### src/rtl/game_pkg.sv
// Shared types for the button front end: per-button debounce state and key code width.
// Also holds the lowest-set-bit encoder used to pick which pending key is offered.
// No logic of its own; no latency, no backpressure.
package game_pkg;

    localparam int KEY_CODE_W = 3;

    typedef enum logic [1:0] {
        IDLE    = 2'd0,
        PRESS_W = 2'd1,
        HELD    = 2'd2,
        REL_W   = 2'd3
    } btn_state_t;

    // Index of the lowest set bit; 0 when the vector is empty.
    function automatic logic [KEY_CODE_W-1:0] lowest_set(input logic [7:0] vec);
        lowest_set = '0;
        for (int i = 7; i >= 0; i--) begin
            if (vec[i]) lowest_set = KEY_CODE_W'(i);
        end
    endfunction

endpackage

### src/rtl/btn_debounce_fsm.sv
// One button: 2-flop synchroniser, tick-enabled debounce FSM, optional auto-repeat (BSR_REPEAT_EN).
// Latency: 2 clk sync, then DEB_TICKS ticks; press_evt is combinational in the deciding tick cycle.
// No backpressure: events are fire-and-forget pulses, the parent queues them.
module btn_debounce_fsm
    import game_pkg::*;
#(
    parameter int DEB_TICKS    = 4,
    parameter int REPEAT_TICKS = 200
) (
    input  logic clk,
    input  logic rst,
    input  logic sample_tick,
    input  logic btn_raw,
    output logic btn_held,
    output logic press_evt
);

    localparam int               CNT_W    = $clog2(DEB_TICKS + 1);
    localparam logic [CNT_W-1:0] CNT_LAST = CNT_W'(DEB_TICKS - 1);

    if (DEB_TICKS < 1 || REPEAT_TICKS < 0) begin : g_param_chk
        $error("btn_debounce_fsm: bad parameters");
    end

    logic             sync1_q, sync2_q;
    btn_state_t       state_q, state_d;
    logic [CNT_W-1:0] cnt_q, cnt_d, cnt_inc;
    logic             deb_evt;

    always_ff @(posedge clk or negedge rst) begin
        if (!rst) begin
            sync1_q <= 1'b0;
            sync2_q <= 1'b0;
            state_q <= IDLE;
            cnt_q   <= '0;
        end else begin
            sync1_q <= btn_raw;
            sync2_q <= sync1_q;
            state_q <= state_d;
            cnt_q   <= cnt_d;
        end
    end

    assign cnt_inc = (cnt_q == '1) ? cnt_q : cnt_q + CNT_W'(1);

    always_comb begin
        state_d = state_q;
        cnt_d   = cnt_q;
        deb_evt = 1'b0;
        if (sample_tick) begin
            case (state_q)
                IDLE: begin
                    if (sync2_q) begin
                        if (DEB_TICKS == 1) begin
                            state_d = HELD;
                            cnt_d   = '0;
                            deb_evt = 1'b1;
                        end else begin
                            state_d = PRESS_W;
                            cnt_d   = CNT_W'(1);
                        end
                    end
                end
                PRESS_W: begin
                    if (!sync2_q) begin
                        state_d = IDLE;
                        cnt_d   = '0;
                    end else if (cnt_q == CNT_LAST) begin
                        state_d = HELD;
                        cnt_d   = '0;
                        deb_evt = 1'b1;
                    end else begin
                        cnt_d = cnt_inc;
                    end
                end
                HELD: begin
                    // A single-sample debounce has no release wait to sit in.
                    if (!sync2_q) begin
                        if (DEB_TICKS == 1) begin
                            state_d = IDLE;
                            cnt_d   = '0;
                        end else begin
                            state_d = REL_W;
                            cnt_d   = CNT_W'(1);
                        end
                    end
                end
                REL_W: begin
                    if (sync2_q) begin
                        state_d = HELD;
                        cnt_d   = '0;
                    end else if (cnt_q == CNT_LAST) begin
                        state_d = IDLE;
                        cnt_d   = '0;
                    end else begin
                        cnt_d = cnt_inc;
                    end
                end
                default: begin
                    state_d = IDLE;
                    cnt_d   = '0;
                end
            endcase
        end
    end

    assign btn_held = (state_q == HELD) || (state_q == REL_W);

`ifdef BSR_REPEAT_EN
    localparam int               REP_W    = $clog2(REPEAT_TICKS + 2);
    localparam logic [REP_W-1:0] REP_LAST = REP_W'((REPEAT_TICKS > 0) ? REPEAT_TICKS - 1 : 0);

    logic [REP_W-1:0] rep_q, rep_d;
    logic             rep_evt;

    // Counts only ticks spent entirely in HELD; any exit or (re)entry restarts it.
    always_comb begin
        rep_d   = rep_q;
        rep_evt = 1'b0;
        if (state_q != HELD || state_d != HELD) begin
            rep_d = '0;
        end else if (sample_tick && REPEAT_TICKS != 0) begin
            if (rep_q == REP_LAST) begin
                rep_d   = '0;
                rep_evt = 1'b1;
            end else begin
                rep_d = rep_q + REP_W'(1);
            end
        end
    end

    always_ff @(posedge clk or negedge rst) begin
        if (!rst) rep_q <= '0;
        else      rep_q <= rep_d;
    end

    assign press_evt = deb_evt | rep_evt;
`else
    assign press_evt = deb_evt;
`endif

endmodule

### src/rtl/button_sample_reader.sv
// Debounces N_BTN buttons on sample_tick and queues presses as key events (BSR_REPEAT_EN adds auto-repeat).
// Latency: key_valid rises 1 clk after the pending bit is set; one idle clk between accepts.
// Backpressure: key_ready low holds events pending; a repeat press of a pending key sets sticky ovf.
module button_sample_reader
    import game_pkg::*;
#(
    parameter int N_BTN        = 4,
    parameter int DEB_TICKS    = 4,
    parameter int REPEAT_TICKS = 200
) (
    input  logic                  clk,
    input  logic                  rst,
    input  logic                  sample_tick,
    input  logic [N_BTN-1:0]      btn_raw,
    output logic                  key_valid,
    output logic [KEY_CODE_W-1:0] key_code,
    input  logic                  key_ready,
    output logic [N_BTN-1:0]      btn_held,
    output logic                  ovf,
    input  logic                  ovf_clr
);

    if (N_BTN < 1 || N_BTN > 8 || DEB_TICKS < 1 || REPEAT_TICKS < 0) begin : g_param_chk
        $error("button_sample_reader: bad parameters");
    end

    logic [N_BTN-1:0]      press_evt;
    logic [N_BTN-1:0]      pending_q, pending_d;
    logic [N_BTN-1:0]      clr_mask;
    logic                  key_valid_q, key_valid_d;
    logic [KEY_CODE_W-1:0] key_code_q, key_code_d;
    logic                  ovf_q, ovf_d;
    logic                  accept;

    for (genvar g = 0; g < N_BTN; g++) begin : g_btn
        btn_debounce_fsm #(
            .DEB_TICKS    (DEB_TICKS),
            .REPEAT_TICKS (REPEAT_TICKS)
        ) u_deb (
            .clk         (clk),
            .rst         (rst),
            .sample_tick (sample_tick),
            .btn_raw     (btn_raw[g]),
            .btn_held    (btn_held[g]),
            .press_evt   (press_evt[g])
        );
    end

    always_comb begin
        accept   = key_valid_q && key_ready;
        clr_mask = '0;
        if (accept) clr_mask = N_BTN'(1) << key_code_q;
        // A press landing on the key being accepted re-arms it rather than overflowing.
        pending_d   = (pending_q & ~clr_mask) | press_evt;
        ovf_d       = (|(press_evt & pending_q & ~clr_mask)) | (ovf_q & ~ovf_clr);
        key_valid_d = (|pending_q) & ~accept;
        key_code_d  = lowest_set(8'(pending_q & ~clr_mask));
    end

    always_ff @(posedge clk or negedge rst) begin
        if (!rst) begin
            pending_q   <= '0;
            key_valid_q <= 1'b0;
            key_code_q  <= '0;
            ovf_q       <= 1'b0;
        end else begin
            pending_q   <= pending_d;
            key_valid_q <= key_valid_d;
            key_code_q  <= key_code_d;
            ovf_q       <= ovf_d;
        end
    end

    assign key_valid = key_valid_q;
    assign key_code  = key_code_q;
    assign ovf       = ovf_q;

endmodule

### config.mk
export PLATFORM = sky130hd
export DESIGN_NAME = button_sample_reader
export DESIGN_NICKNAME = d
export VERILOG_FILES = /design/src/rtl/game_pkg.sv /design/src/rtl/btn_debounce_fsm.sv /design/src/rtl/button_sample_reader.sv
export SDC_FILE = /design/constraint.sdc
export NUM_CORES = 1
export LEC_CHECK = 0
export CAP_MARGIN = 5
export CORE_ASPECT_RATIO = 1.4
export CORE_MARGIN = 3
export CORE_UTILIZATION = 55
export CTS_BUF_LIST = sky130_fd_sc_hd__clkbuf_8 sky130_fd_sc_hd__clkbuf_16
export CTS_CLUSTER_SIZE = 28
export DETAILED_ROUTE_END_ITERATION = 10
export GPL_ROUTABILITY_DRIVEN = 0
export PLACE_DENSITY = 0.78
export SYNTH_ARGS = -nofsm -noshare
export SYNTH_HDL_FRONTEND = slang
export SYNTH_SLANG_ARGS = --single-unit
export TNS_END_PERCENT = 100
### constraint.sdc
create_clock -name clk -period 1.85 [get_ports clk]
set_input_delay 0.555 -clock clk [delete_from_list [all_inputs] [get_ports clk]]
set_output_delay 0.555 -clock clk [all_outputs]
set_load 0.1 [all_outputs]
* After elaboration in Yosys (flattened, before gate mapping)
Index checks and enable logic that the tools add are counted.
** Word-level totals
- Bits in registers :: 37
- Input bits :: 9
- Logic and storage cells :: 173
** Operators by class
- $add $sub $neg :: 4
- Mux-type cells :: 81
- Bitwise gates (word level) :: 12
- Equality and inequality tests :: 36
- Reductions and logical operators :: 19
- Shift operators :: 1
** Operators by type and width (number)
- $mux W3 :: 32
- $mux W2 :: 24
- $pmux W3 S4 :: 4
- $pmux W2 S4 :: 4
- $reduce_and A5 Y1 :: 4
- $eq A2 B2 Y1 const B :: 8
- $mux W1 :: 16
- $add A3 B1 Y3 const B :: 4
- $and A4 B4 Y4 :: 3
- $eq A3 B2 Y1 const B :: 4
- $eq A3 B3 Y1 const B :: 4
- $ne A3 B1 Y1 const B :: 4
- $ne A3 B3 Y1 const B :: 4
- $reduce_and A3 Y1 :: 4
- $and A4 B8 Y8 :: 1
- $eq A2 B1 Y1 const B :: 4
- $logic_not A2 Y1 :: 4
- $ne A2 B1 Y1 const B :: 4
- $ne A2 B2 Y1 const B :: 4
- $not A4 Y8 :: 1
- $reduce_or A4 Y1 :: 2
- $logic_or A1 B1 Y1 :: 4
- $mux W4 :: 1
- $not A4 Y4 :: 1
- other kinds (6) :: 8

* Logic depth before layout (Yosys ltp)
- Word-level depth :: 12
- Depth in mapped cells :: 5
- Mapped depth without buffers :: 5

* Modules after synthesis
A second synthesis with hierarchy kept.
** Second synthesis, totals
- Cell total of the unflattened synthesis :: 150
- Area, all modules :: 1702.9 sq um
** Modules (own cells, without submodules)
- btn_debounce_fsm :: instances 4, sequential area each 175.2 sq um, area each 330.3 sq um, cells an instance 29
- button_sample_reader :: instances 1, sequential area each 200.2 sq um, area each 381.6 sq um, cells an instance 34

* Least setup slack after synthesis
Ideal clock, no wire load.
- Kind :: reg2reg
- Start point :: register key_valid_q, in the netlist key_valid
- End point :: register ovf_q, in the netlist ovf
- Period minus slack after synthesis :: 1954 ps
- Setup time :: 140 ps
- Buffers on the path :: 0
- Setup slack :: -104 ps
- Stages on the path, launching flop included :: 5
- Arrival :: 1814 ps
- Required time :: 1710 ps
- Cell sequence :: dfrtp_1 -> nand2_1 -> o31a_1 -> a221oi_1 -> o221ai_2
** On the way
- Word-level cells in the longest chain between the ends :: 6
** RTL lines
- start, declared :: RTL line button_sample_reader.sv:30 : logic key_valid_q, key_valid_d;
- start signal, assigned :: RTL line button_sample_reader.sv:68 : key_valid_q <= key_valid_d;
- $logic_and A1 B1 Y1 :: RTL line button_sample_reader.sv:50 : accept = key_valid_q && key_ready;
- $mux W4 :: RTL line button_sample_reader.sv:52 : if (accept) clr_mask = N_BTN'(1) << key_code_q;
- $not A4 Y4 :: RTL line button_sample_reader.sv:55 : ovf_d = (|(press_evt & pending_q & ~clr_mask)) | (ovf_q & ~ovf_clr);
- $and A4 B4 Y4 :: RTL line button_sample_reader.sv:55
- $reduce_or A4 Y1 :: RTL line button_sample_reader.sv:55
- $or A1 B1 Y1 :: RTL line button_sample_reader.sv:55
- named net ovf_d :: RTL line button_sample_reader.sv:32 : logic ovf_q, ovf_d;
- end signal, assigned :: RTL line button_sample_reader.sv:70 : ovf_q <= ovf_d;
- end, declared :: RTL line button_sample_reader.sv:32
The timed path passes the listed nets, and every way through them passes these cells.
A chain may end at the register's enable or synchronous reset.

* Worst setup path after layout
- Start point :: input port sample_tick
- End point :: register ovf_q, in the netlist ovf
** On the way
- Word-level cells in the longest chain between the ends :: 5
- Elaborated cells between the ends (all ways) :: 8
- Classes of those cells :: mux: 4; bitwise: 3; reduce/logical: 1
** RTL lines
- start, declared :: RTL line button_sample_reader.sv:13 : input logic sample_tick,
- $mux W1 :: RTL line btn_debounce_fsm.sv:50 : if (sample_tick) begin
- $and A4 B4 Y4 * (2 in a row) :: RTL line button_sample_reader.sv:55
- $reduce_or A4 Y1 * :: RTL line button_sample_reader.sv:55
- $or A1 B1 Y1 * :: RTL line button_sample_reader.sv:55
- named net ovf_d :: RTL line button_sample_reader.sv:32
Mark *: on every way through the listed nets, which the timed path passes. The rest lies on a longest branch.

==> summary.md <==
| Metric | Value |
|---|---|
| Status | finished, final reports clean |
| CTS tree | built |
| Worst stage delay on the critical path | about 530 ps |
| Crit path kind | input pin to flip-flop |
| Slowest cell on crit path | clkdlybuf4s50_1 |
| DRT Wirelength | about 3100 µm |
| Most frequent cells after synthesis | dfrtp_1, nand2_1, o21ai_0 |
| Max Root-Sink Buffers | 2 |
| Die span in x | ~53 µm |
| Endpoint type of the worst setup path | flip-flop |
| CP bufs+invs | 2 |
| Core Area | ~2900 µm² |
| Fraction of registers with async set/reset | 1.00 |
| Final core utilization | 0.721 |
| Synth area leader | dfrtp_1 |
| Yosys warnings | 0 |
| Crit path DAT | about 2000 ps |
| Clock slew at reported path FFs | approximately 70 ps |
| CTS Buf Count | 5 |
| Total congestion overflow | 0 |
| Antenna diodes | 0 |
| WL per Instance | approximately 14 µm |
| CTS Root Cell | clkbuf_8 |
| Post-synthesis sequential area ratio | 0.535 |
| P_leak | slightly above 0.9 nW |
| Net Count, Synth | 168 |
| Starting Density | 0.579 |
| # setup viols final | 0 |
| H-tree Lvls | 2 |
| Period Utilization, post-route | 0.946 |
| Synth Register Bits | 36 |
| Critical-path cell list | clkdlybuf4s50_1 > buf_4 > nand4b_1 > nor3b_1 > a221oi_1 > o221ai_2 |
| Largest net degree at the start of global routing | 37 |
| Clock sinks | 36 |
| HPWL Detailed | about 2300 µm |
| Setup ws final | 101 ps |
| Via density | between 5 and 6 |
| Max Cap Violations | 0 |
| Netlist cell types | 41 |
| Vias in the first global route | between 1k and 1.5k |
| Post-CTS Setup Inserts | 0 |
| Post-route DRC | 0 |
| Clock Latency Late Sink | between 200 and 300 ps |
| CP Data Required Time | 2060 ps |
| Cell Area, Synth | around 1700 µm² |
| Area share of the largest cell type after synthesis | 0.535 |
| Top Ports | 18 |
| First-pass GRT wire length | between 5000 and 6000 µm |
| DRT Pass-1 Iters | 5 |
| Die Ht | about 71 µm |
| Via count | around 1.3k |
| Gr usage total | 0.202 |
| DR iter-0 viols | 5 |
| FMAX | roughly 570 MHz |
| Multi-input gate area | approximately 680 µm² |
| Port bufs | 16 |
| Storage cell area | about 900 µm² |
| Startpoint type of the worst setup path | input pin |
| Final Hold Viols | 0 |
| Power Dens Cells | around 1700 nW/µm² |
| Hold Crit Class | flip-flop to flip-flop |
| CP delay by family, top | buffers and inverters |
| Post-synth EDFFs | 0 |
| Avg Inst Size Synth | around 11 µm² |
| Largest cells by area after synthesis | dfrtp_1, a31oi_1, mux2_2, ha_1, o21ai_0 |
| Initial antenna violation count | 0 |
| Most frequent cell after synthesis | dfrtp_1 |
| Synthesized instance count | between 150 and 200 |
| Cts hold-fix bufs | 0 |
| Setup Skew | between 4 and 5 ps |
| Critical path fanouts, max | 12 |
| Dpl ws | -171 ps |
| Setup TNS | 0 ps |
| Die area | between 3000 and 4000 µm² |
| Max VDD drop | 1150 µV |
| Final min period | approximately 1700 ps |
| Fraction of layout cells with a size suffix above 1 | 0.236 |
| # fillers | between 200 and 250 |
| Post-layout nets | between 150 and 200 |
| Max-slew violation count | 0 |
| Main flop type after synthesis | dfrtp_1 |
| Synth-to-layout area growth | 24.5% |
| PostCTS Resize Cnt | 0 |
| RSZ-0062 raised after global routing | false |
| FP Rows | 23 |
| ANT nets after route | 0 |
-- kinds of logic after synthesis --
family                   count (synthesis)  share of synthesized area
AO/OA/AOI/OAI                           41                      0.166
buffers and inverters                   22                     0.0625
flip-flops                              36                      0.535
other                                    1                    0.00223
multiplexers                             5                     0.0335
XOR/XNOR                                 8                     0.0416
AND/OR/NAND/NOR                         38                      0.129
adder cells (fa/ha/maj)                  4                     0.0297
-- layout by cell type, fill, tap and decap left out, drive strengths merged, types with 5 or more instances in the layout --
| cell type | instances |
|---|---|
| clkdlybuf4s50 | 8 |
| a31oi | 9 |
| nand3 | 6 |
| nand2 | 11 |
| buf | 20 |
| inv | 9 |
| dfrtp | 36 |
| clkbuf | 6 |
| o21ai | 10 |
| mux2 | 5 |
| a21oi | 5 |
-- worst register-to-register path, cell delays in order (launching register included) --
cell and delay, ps:
dfrtp_1 390, ha_1 240, nand3b_1 120, or2_1 240
or3b_4 410, o221ai_2 160
-- path summary, 6_finish.rpt --
| kind | start | to | slack, ps | cells past startpoint |
|---|---|---|---|---|
| max | sample_tick | ovf | 100 | 6 |
| max in group asynchronous | rst | key_code[0] | 1020 | 2 |
| max reg2reg | g_btn[2].u_deb.cnt_q[0] | ovf | 200 | 5 |
| min in group asynchronous | rst | g_btn[0].u_deb.sync1_q | 640 | 2 |
| min reg2reg | g_btn[2].u_deb.sync1_q | g_btn[2].u_deb.sync2_q | 350 | 0 |
| min | g_btn[2].u_deb.sync1_q | g_btn[2].u_deb.sync2_q | 350 | 0 |
-- stage by stage --
| step | cell area [µm²] | instances | total power, mW | hold WS [ps] |
|---|---|---|---|---|
| 4_1_cts | 2100 | 215 | 3.69 | 350 |
| 3_3_place_gp | 2000 | 207 | 3.01 | 336 |
| 3_5_place_dp | 2000 | 207 | 3.09 | 336 |
| 5_1_grt | 2100 | 215 | 3.89 | 363 |
| 6_report | 2100 | 215 | 3.65 | 350 |
| 2_1_floorplan | 1690 | 155 | 2.56 | 259 |
-- routing by layer --
metal	vias to the layer above	wire length, µm	global-route usage
met1	614	1200	0.233
met4	0	108	0.119
met3	12	137	0.0707
met5	-	0	0
li1	595	-	-
met2	29	1620	0.316
-- power breakdown --
group	total (mW)	leakage, nW	switching, mW	internal [mW]
clock	0.571	0.0510	0.274	0.297
combinational	1.74	0.429	1.02	0.721
sequential	1.34	0.449	0.300	1.04
-- area by class of cell --
| cell class | instances | area share |
|---|---|---|
| clock buffers | 6 | 0.0394 |
| clock inverters | 2 | 0.00478 |
| inverters | 9 | 0.0161 |
| multi-input cells | 97 | 0.323 |
| flip-flops and latches | 36 | 0.431 |
| well taps | 37 | 0.0221 |
| repair buffers | 28 | 0.164 |
No activity file was read; power rests on OpenSTA's default activity.
